`config.mk`:
```
export PLATFORM = sky130hd
export DESIGN_NAME = regfile_wb_arbiter
export DESIGN_NICKNAME = d
export VERILOG_FILES = /design/src/rtl/regfile_pkg.sv /design/src/rtl/regfile_wb_arbiter_sb.sv /design/src/rtl/regfile_wb_arbiter.sv
export SDC_FILE = /design/constraint.sdc
export NUM_CORES = 1
export LEC_CHECK = 0
export CAP_MARGIN = 20
export CORE_MARGIN = 10
export CORE_UTILIZATION = 30
export CTS_BUF_LIST = sky130_fd_sc_hd__clkbuf_8 sky130_fd_sc_hd__clkbuf_16
export CTS_CLUSTER_SIZE = 24
export DETAILED_ROUTE_END_ITERATION = 10
export DONT_BUFFER_PORTS = 1
export PLACE_DENSITY_LB_ADDON = 0.1
export SLEW_MARGIN = 20
export SYNTH_ARGS = -nofsm -noshare
export SYNTH_HDL_FRONTEND = slang
export SYNTH_HIERARCHICAL = 1
export SYNTH_SLANG_ARGS = --single-unit
```
`constraint.sdc`:
```
create_clock -name clk -period 5.4 [get_ports clk]
set_input_delay 0.54 -clock clk [delete_from_list [all_inputs] [get_ports clk]]
set_output_delay 0.54 -clock clk [all_outputs]
set_load 0.005 [all_outputs]
```
`src/rtl/regfile_pkg.sv`:
```
// Shared types and default widths for the register-file writeback path.
package regfile_pkg;

    localparam int RF_RWIDTH = 6;
    localparam int RF_DWIDTH = 32;

    typedef enum logic [1:0] {
        WB_NONE,
        WB_ALU,
        WB_MEM
    } wb_src_t;

    typedef logic [RF_RWIDTH-1:0] reg_addr_t;

endpackage

```
`src/rtl/regfile_wb_arbiter_sb.sv`:
```
// Pending-write scoreboard: one bit per register plus the output-stage bypass,
// so a write is seen as outstanding until the regfile actually holds it.
module rf_scoreboard
    import regfile_pkg::*;
#(
    parameter int RWIDTH = RF_RWIDTH
) (
    input  logic              clk,
    input  logic              rst_n,
    input  logic              set_en,
    input  logic [RWIDTH-1:0] set_wa,
    input  logic              clr_en,
    input  logic [RWIDTH-1:0] clr_wa,
    input  logic              byp_we,
    input  logic [RWIDTH-1:0] byp_wa,
    input  logic [RWIDTH-1:0] chk_ra1,
    input  logic [RWIDTH-1:0] chk_ra2,
    output logic              busy1,
    output logic              busy2
);

    localparam int NREGS = 2 ** RWIDTH;

    logic [NREGS-1:0] pending;
    logic [NREGS-1:0] pending_nxt;

    // The set is applied after the clear so a new producer issued in the same
    // cycle as the old one retires keeps the register marked busy.
    always_comb begin
        pending_nxt = pending;
        if (clr_en) begin
            pending_nxt[clr_wa] = 1'b0;
        end
        if (set_en) begin
            pending_nxt[set_wa] = 1'b1;
        end
        pending_nxt[0] = 1'b0;
    end

    always_ff @(posedge clk or negedge rst_n) begin
        if (!rst_n) begin
            pending <= '0;
        end else begin
            pending <= pending_nxt;
        end
    end

    assign busy1 = (chk_ra1 != '0) &&
                   (pending[chk_ra1] || (byp_we && (byp_wa == chk_ra1)));
    assign busy2 = (chk_ra2 != '0) &&
                   (pending[chk_ra2] || (byp_we && (byp_wa == chk_ra2)));

endmodule

```
`src/rtl/regfile_wb_arbiter.sv`:
```
// Arbitrates ALU and load writebacks onto the single regfile write port and
// exposes RAW-hazard lookups for the issue stage.
module regfile_wb_arbiter
    import regfile_pkg::*;
#(
    parameter int RWIDTH       = RF_RWIDTH,
    parameter int DWIDTH       = RF_DWIDTH,
    parameter int STARVE_LIMIT = 4
) (
    input  logic              clk,
    input  logic              rst_n,
    input  logic              alu_valid,
    output logic              alu_ready,
    input  logic [RWIDTH-1:0] alu_wa,
    input  logic [DWIDTH-1:0] alu_wd,
    input  logic              mem_valid,
    output logic              mem_ready,
    input  logic [RWIDTH-1:0] mem_wa,
    input  logic [DWIDTH-1:0] mem_wd,
    input  logic              iss_valid,
    input  logic [RWIDTH-1:0] iss_wa,
    input  logic [RWIDTH-1:0] chk_ra1,
    input  logic [RWIDTH-1:0] chk_ra2,
    output logic              busy1,
    output logic              busy2,
    output logic              rf_we,
    output logic [RWIDTH-1:0] rf_wa,
    output logic [DWIDTH-1:0] rf_wd
);

    localparam logic [3:0] LIMIT = 4'(STARVE_LIMIT);

    logic [3:0]        starve_cnt;
    logic              starved;
    logic              alu_accept;
    logic              mem_accept;
    wb_src_t           grant;
    logic [RWIDTH-1:0] acc_wa;
    logic [DWIDTH-1:0] acc_wd;

    assign starved = (starve_cnt == LIMIT);

    // Loads normally win; once the ALU has waited long enough the roles swap.
    // Nothing is granted while the block is held in reset.
    always_comb begin
        alu_ready = 1'b0;
        mem_ready = 1'b0;
        if (rst_n) begin
            if (starved) begin
                alu_ready = 1'b1;
                mem_ready = !alu_valid;
            end else begin
                mem_ready = 1'b1;
                alu_ready = !mem_valid;
            end
        end
    end

    assign alu_accept = alu_valid && alu_ready;
    assign mem_accept = mem_valid && mem_ready;

    always_comb begin
        grant  = WB_NONE;
        acc_wa = '0;
        acc_wd = '0;
        if (alu_accept) begin
            grant  = WB_ALU;
            acc_wa = alu_wa;
            acc_wd = alu_wd;
        end else if (mem_accept) begin
            grant  = WB_MEM;
            acc_wa = mem_wa;
            acc_wd = mem_wd;
        end
    end

    always_ff @(posedge clk or negedge rst_n) begin
        if (!rst_n) begin
            starve_cnt <= '0;
        end else if (!alu_valid || alu_accept) begin
            starve_cnt <= '0;
        end else if (!starved) begin
            starve_cnt <= starve_cnt + 4'd1;
        end
    end

    // Writes to r0 are consumed but never reach the regfile.
    always_ff @(posedge clk or negedge rst_n) begin
        if (!rst_n) begin
            rf_we <= 1'b0;
            rf_wa <= '0;
            rf_wd <= '0;
        end else if (grant != WB_NONE) begin
            rf_we <= (acc_wa != '0);
            rf_wa <= acc_wa;
            rf_wd <= acc_wd;
        end else begin
            rf_we <= 1'b0;
        end
    end

    rf_scoreboard #(
        .RWIDTH (RWIDTH)
    ) u_sb (
        .clk     (clk),
        .rst_n   (rst_n),
        .set_en  (iss_valid),
        .set_wa  (iss_wa),
        .clr_en  (grant != WB_NONE),
        .clr_wa  (acc_wa),
        .byp_we  (rf_we),
        .byp_wa  (rf_wa),
        .chk_ra1 (chk_ra1),
        .chk_ra2 (chk_ra2),
        .busy1   (busy1),
        .busy2   (busy2)
    );

endmodule

```
After elaboration in Yosys (flattened, before gate mapping)
Cells that the tools add are included.
{"block": "totals", "wordCells": 59, "input_bits": 99, "output_inout_bits": 43, "ff_bits": 106}
{"block": "classes", "bitwise_logic": 3, "n_reduce_logical": 17, "eq_ne": 4, "n_lt_le_gt_ge": 6, "n_addsub": 1, "n_mux": 23}
{"op": "$mux W64", "n": 2}
{"op": "$and A64 B64 Y64", "n": 1}
{"op": "$mux W32", "n": 2}
{"op": "$not A64 Y64", "n": 1}
{"op": "$or A64 B64 Y64", "n": 1}
{"op": "$lt A6 B7 Y1 const B", "n": 4}
{"op": "$reduce_bool A6 Y1", "n": 3}
{"op": "$bmux W1 S6", "n": 2}
{"op": "$demux W1 S6", "n": 2}
{"op": "$eq A6 B6 Y1", "n": 2}
{"op": "$ge A6 B1 Y1 const B", "n": 2}
{"op": "$mux W6", "n": 2}
{"op": "$mux W1", "n": 9}
{"op": "$logic_and A1 B1 Y1", "n": 8}
{"op": "$mux W4", "n": 2}
{"op": "$add A4 B1 Y4 const B", "n": 1}
{"op": "$eq A4 B3 Y1 const B", "n": 1}
{"op": "$mux W2", "n": 2}
{"op": "$logic_or A1 B1 Y1", "n": 3}
{"op": "$logic_not A1 Y1", "n": 2}
{"op": "$ne A2 B1 Y1 const B", "n": 1}
{"op": "$reduce_bool A2 Y1", "n": 1}

Logic depth before layout (Yosys ltp)
{"block": "depth", "word_depth": 15, "ltp_mapped": 11, "ltp_nobuf": 9}

Hierarchy
The synthesis kept the hierarchy.
{"mod": "rf_scoreboard", "n_inst": 1, "seq_area_each_um2": 1576.5, "cells_per_inst": 377, "area_each_um2": 3865.0}
{"mod": "regfile_wb_arbiter", "n_inst": 1, "seq_area_each_um2": 1076.0, "cells_per_inst": 319, "area_each_um2": 2702.6}

Worst setup path after synthesis
No wires, ideal clock.
{"block": "synth_timing", "kind": "register to register", "startpoint": "register starve_cnt[0]", "endpoint": "register u_sb.pending[23]", "arrival_time_ns": 2.404, "synth_period_minus_slack_ns": 2.534, "path_buffers": 3, "setup_time_ns": 0.130, "slack_ns": 2.866, "required_ns": 5.270, "path_stages_with_launch": 12, "cell_sequence": "dfrtp_1 > inv_1 > ha_1 > nand4b_4 > and3_1 > buf_6 > buf_6 > a22o_1 > or3b_2 > clkbuf_1 > o21ai_0 > o21ai_0"}
{"block": "synth_via", "elab_chain_len": 15, "elab_cells_between_ends": 22, "cone_classes": "order compare (2); eq/ne (1); mux (12); bitwise (3); reduce/logical (4)"}
{"element": "start, declared", "line_no": "regfile_wb_arbiter.sv:33", "source": "logic [3:0] starve_cnt;"}
{"element": "start signal, assigned", "line_no": "regfile_wb_arbiter.sv:83", "source": "starve_cnt <= starve_cnt + 4'd1;"}
{"element": "$eq A4 B3 Y1 *", "line_no": "regfile_wb_arbiter.sv:41", "source": "assign starved = (starve_cnt == LIMIT);"}
{"element": "$mux W1", "line_no": "regfile_wb_arbiter.sv:49", "source": "if (starved) begin"}
{"element": "$mux W1", "line_no": "regfile_wb_arbiter.sv:48", "source": "if (rst_n) begin"}
{"element": "$logic_and A1 B1 Y1", "line_no": "regfile_wb_arbiter.sv:60", "source": "assign mem_accept = mem_valid && mem_ready;"}
{"element": "$mux W6", "line_no": "regfile_wb_arbiter.sv:70", "source": "end else if (mem_accept) begin"}
{"element": "$mux W6 *", "line_no": "regfile_wb_arbiter.sv:66", "source": "if (alu_accept) begin"}
{"element": "net acc_wa[3]", "line_no": "regfile_wb_arbiter.sv:38", "source": "logic [RWIDTH-1:0] acc_wa;"}
{"element": "$lt A6 B7 Y1 (implied by the code) or $ge A6 B1 Y1 (tied branches)", "line_no": "regfile_wb_arbiter_sb.sv:32", "source": "pending_nxt[clr_wa] = 1'b0;"}
{"element": "$logic_and A1 B1 Y1 (implied by the code)", "line_no": "regfile_wb_arbiter_sb.sv:32"}
{"element": "$mux W1 (implied by the code)", "line_no": "regfile_wb_arbiter_sb.sv:32"}
{"element": "$demux W1 S6 *"}
{"element": "$not A64 Y64 (no line) *"}
{"element": "$and A64 B64 Y64 (no line) *"}
{"element": "$mux W64 *", "line_no": "regfile_wb_arbiter_sb.sv:31", "source": "if (clr_en) begin"}
{"element": "$or A64 B64 Y64 (no line)"}
{"element": "$mux W64 *", "line_no": "regfile_wb_arbiter_sb.sv:34", "source": "if (set_en) begin"}
{"element": "net u_sb.pending_nxt[23]", "line_no": "regfile_wb_arbiter_sb.sv:25", "source": "logic [NREGS-1:0] pending_nxt;"}
{"element": "end signal, assigned", "line_no": "regfile_wb_arbiter_sb.sv:44", "source": "pending <= pending_nxt;"}
{"element": "end, declared", "line_no": "regfile_wb_arbiter_sb.sv:24", "source": "logic [NREGS-1:0] pending;"}
Mark *: on every way through the listed nets, which the timed path passes. The rest lies on a longest branch.
A chain may end at the register's enable or synchronous reset.

Worst setup path in the final report
{"block": "layout_timing", "startpoint": "register starve_cnt[0]", "endpoint": "register u_sb.pending[41]"}
Same word-level chain as after synthesis.

==> flow_metrics.py <==
metrics = {
    "placement": {
        "placement.io_buffers": 0,
        "placed_cells": 929,
        "place.gp.congestion": 0.834,
        "placement.cell_area_sq_mm": 0.00667,
        "post-dp-hpwl_um": 16200,
    },
    "floorplan": {
        "placement_rows": 54,
        "initial_core_util": 0.303,
        "chipWidth_um": 168,
        "chipHeight_um": 168,
        "num_io_pins": 142,
        "fp.dieArea_sq_mm": 0.0282,
        "core_area_sq_mm": 0.0217,
    },
    "worst_setup_path": {
        "path_max_fanout": 34,
        "worst_r2r_path_depth": 9,
        "worstReg2RegStart": "starve_cnt[0]",
        "worst_setup_path_end_kind": "flop",
        "r2r_setup_slack_ns": 1.91,
        "worst_setup_path_start_kind": "flop",
        "setup.worst_path.class": "reg -> reg",
        "reg2reg_capture_point": "u_sb/pending[41]",
        "timing.critical_path.arrival_ns": 3.69,
        "crit_required_ns": 5.61,
    },
    "global_route": {
        "gr-usage-met1": 0.194,
        "globalRoute.totalOverflow": 0,
        "met2_usage_grt": 0.259,
        "grtUsageMet3": 0.0708,
        "largest_net_degree_at_the_start_of_global_routing": 107,
        "global_route_wire_length_before_repair_um": 35800,
        "grt_use_total": 0.162,
        "grt_pass1_vias": 5662,
        "antenna_found_initial": 0,
        "grt_most_used_layer": "met2",
    },
    "drt": {
        "avgRoutedWirePerCell_um": 25.3,
        "vias_per_cell": 5.99,
        "dr.pass1.iters": 5,
        "ant_nets": 0,
        "drt_iter0_markers": 436,
        "vias": 5652,
        "postRouteWirelength_um": 23800,
        "post-route-drc-count": 0,
    },
    "power_and_ir_drop": {
        "p_leak_nw": 2.69,
        "p_per_area_mw_per_mm2": 309,
        "peakVddDrop_mv": 0.145,
    },
    "timing": {
        "finalSetupTns_ns": 0,
        "final-hold-violation-count": 0,
        "slew_headroom": 0.409,
        "achievable_freq_mhz": 287,
        "finalCritPeriodShare": 0.646,
        "clock-skew-final_ns": 0.00994,
        "setup_viol_count_final": 0,
        "rsz0062_at_grt": "false",
        "fin_crit_ns": 3.49,
        "timing.final.max_slew_violations": 0,
        "tightest_slew_ns": 0.886,
    },
    "synth": {
        "synthArstFlopShare": 1.00,
        "synth_flop_cell": "sky130_fd_sc_hd__dfrtp_1",
        "netlist_instances": 696,
        "synth-seq-area-share": 0.404,
        "yosysWarningCount": 6,
        "synth.ff_latch_count": 106,
        "ys_types": 53,
        "avgSynthCellArea_sq_um": 9.44,
        "synth_enable_flop_cells": 0,
        "synth_area_sq_mm": 0.00657,
        "syn-num-nets": 797,
    },
    "clocking": {
        "cts_max_path_buffers": 2,
        "cts-htree-levels": 3,
        "cts-buffers-inserted": 9,
        "clock_sinks": 106,
        "clk-insertion-delay-late_ns": 0.36,
        "cts_resized": 0,
        "root_buffer": "sky130_fd_sc_hd__clkbuf_16",
        "clock_tree_from_tritoncts": "built",
        "worst_setup_hold_path_clk_slew_ns": 0.07,
    },
    "final_layout": {
        "area_overhead_vs_synth_pct": 6.21,
        "final_instance_count_excl_fillers": 944,
        "final_nets": 762,
        "total_area_of_multi_input_combinational_cells_sq_mm": 0.00351,
        "antenna_cells": 0,
        "fillers": 2210,
        "area.sequential_sq_mm": 0.00265,
        "fin_area_sq_mm": 0.00698,
        "drive_gt1_frac": 0.0783,
    },
    "hold_path": {
        "worst_hold_path_type": "in -> async",
    },
    "run": {
        "maxCapViolations": 0,
    },
    "outcome": {
        "status": "finished clean",
    },
}
[critical path, stage by stage, from the launching register on]
cell and delay (ns):
sky130_fd_sc_hd__dfrtp_1 0.41, sky130_fd_sc_hd__inv_1 0.09, sky130_fd_sc_hd__ha_1 0.25, sky130_fd_sc_hd__nand4b_4 0.49, sky130_fd_sc_hd__and3_1 0.58, sky130_fd_sc_hd__a22o_1 0.40, sky130_fd_sc_hd__nor2_1 0.25, sky130_fd_sc_hd__nand3_1 0.43
sky130_fd_sc_hd__o21ai_0 0.30, sky130_fd_sc_hd__o21ai_0 0.12
[per-layer routing]
metal,share of wire,routed length (um),up-vias
met1,0.40,9650,2795
li1,-,-,2561
met2,0.47,11200,265
met4,0.020,465,0
met5,0,0,-
met3,0.11,2510,31
[timing repair]
action / 4_1_cts / 5_1_grt
hold buffers: 1 / 0
setup buffers: 0 / 0
hold endpoints to repair: 106 / 0
[layout make-up]
cell class              instances  area share
repair buffers                  2     0.00502
clock buffers                   9      0.0323
well taps                     280      0.0502
flip-flops and latches        106       0.380
inverters                      40      0.0215
clock inverters                 5     0.00717
multi-input cells             502       0.503
[cell usage in the layout (no fill, tap or decap), types with 5 or more instances in the layout]
| master | synthesis | final |
|---|---|---|
| sky130_fd_sc_hd__nand2_1 | 55 | 55 |
| sky130_fd_sc_hd__and2_1 | 7 | 7 |
| sky130_fd_sc_hd__o22ai_1 | 35 | 35 |
| sky130_fd_sc_hd__xnor2_1 | 11 | 11 |
| sky130_fd_sc_hd__inv_1 | 40 | 41 |
| sky130_fd_sc_hd__o21ai_0 | 155 | 155 |
| sky130_fd_sc_hd__nand4_1 | 6 | 6 |
| sky130_fd_sc_hd__mux2_2 | 5 | 5 |
| sky130_fd_sc_hd__a221o_1 | 38 | 38 |
| sky130_fd_sc_hd__a22o_1 | 9 | 9 |
| sky130_fd_sc_hd__mux2i_1 | 10 | 10 |
| sky130_fd_sc_hd__nor2_1 | 13 | 13 |
| sky130_fd_sc_hd__mux4_2 | 25 | 25 |
| sky130_fd_sc_hd__nor2b_1 | 11 | 11 |
| sky130_fd_sc_hd__nand3_1 | 51 | 51 |
| sky130_fd_sc_hd__nand3b_1 | 9 | 9 |
| sky130_fd_sc_hd__nor3_1 | 5 | 5 |
| sky130_fd_sc_hd__clkbuf_16 | 0 | 9 |
| sky130_fd_sc_hd__dfrtp_1 | 106 | 106 |
[worst max-delay path by stage]
| stage | cells after the start | start | to | slack [ns] |
|---|---|---|---|---|
| 6_report | 9 | starve_cnt[0] | u_sb/pending[41] | 1.91 |
| 5_1_grt | 9 | starve_cnt[0] | u_sb/pending[5] | 1.55 |
| 4_1_cts | 9 | starve_cnt[0] | u_sb/pending[21] | 1.90 |
| 3_5_place_dp | 9 | starve_cnt[0] | u_sb/pending[21] | 1.92 |
| 3_3_place_gp | 9 | starve_cnt[0] | u_sb/pending[5] | 1.99 |
| 2_1_floorplan | 11 | starve_cnt[0] | u_sb/pending[23] | 2.87 |
[power by group]
part,leakage [nW],internal (W),switching [W],total [W]
clock network,0.140,0.000351,0.000301,0.000653
logic,1.23,0.000224,0.000215,0.000440
registers,1.32,0.000931,0.000130,0.00106
total,2.69,0.00151,0.000647,0.00215
[flip-flops by register name, summed over array words and instances (netlist names)]
signal	flops
u_sb/pending	63
rf_wa	6
rf_wd	32
rf_we	1
starve_cnt	4
[logic make-up (layout without fill, tap and decap cells)]
logic type,after synthesis,in the layout,synth area share
AOI/OAI and AO/OA,263,263,0.252
xor gates and xnor gates,12,12,0.0160
muxes,42,42,0.118
and+or+nand+nor,183,183,0.145
adders and majority gates,2,2,0.00381
buffers and inverters,88,56,0.0613
DFF,106,106,0.404
[metrics by stage]
stage	util	setup slack [ns]	hold slack [ns]	power, W
floorplan	-	2.87	0.244	0.00139
global placement	0.308	1.99	0.253	0.00148
finish	0.322	1.91	0.109	0.00215
CTS	0.322	1.90	0.159	0.00217
detailed placement	0.308	1.92	0.254	0.00149
global route	0.322	1.55	0.159	0.00227
[Yosys cell counts, drive strengths merged, types with 2 or more instances]
| library cell | n | area share |
|---|---|---|
| o21ai | 155 | 0.12 |
| dfrtp | 106 | 0.40 |
| nand2 | 55 | 0.031 |
| nand3 | 51 | 0.039 |
| inv | 40 | 0.023 |
| a221o | 38 | 0.058 |
| o22ai | 35 | 0.033 |
| clkbuf | 28 | 0.016 |
| mux4 | 27 | 0.094 |
| buf | 20 | 0.022 |
| nor2 | 13 | 0.0074 |
| nor2b | 11 | 0.010 |
| xnor2 | 11 | 0.015 |
| mux2i | 10 | 0.015 |
| a22o | 9 | 0.012 |
| nand3b | 9 | 0.010 |
| and2 | 7 | 0.0067 |
| nand4 | 6 | 0.0057 |
| mux2 | 5 | 0.0086 |
| nor3 | 5 | 0.0038 |
| and3 | 4 | 0.0038 |
| nand2b | 4 | 0.0038 |
| nor4 | 4 | 0.0038 |
| or3b | 4 | 0.0053 |
| a21boi | 3 | 0.0034 |
| o211ai | 3 | 0.0034 |
| o31ai | 3 | 0.0034 |
| or3 | 3 | 0.0029 |
| a221oi | 2 | 0.0027 |
| a22oi | 2 | 0.0023 |
| a311oi | 2 | 0.0027 |
| ha | 2 | 0.0038 |
| o221ai | 2 | 0.0027 |
| o311ai | 2 | 0.0027 |
| or2 | 2 | 0.0019 |
(Power assumes the default switching activity.)
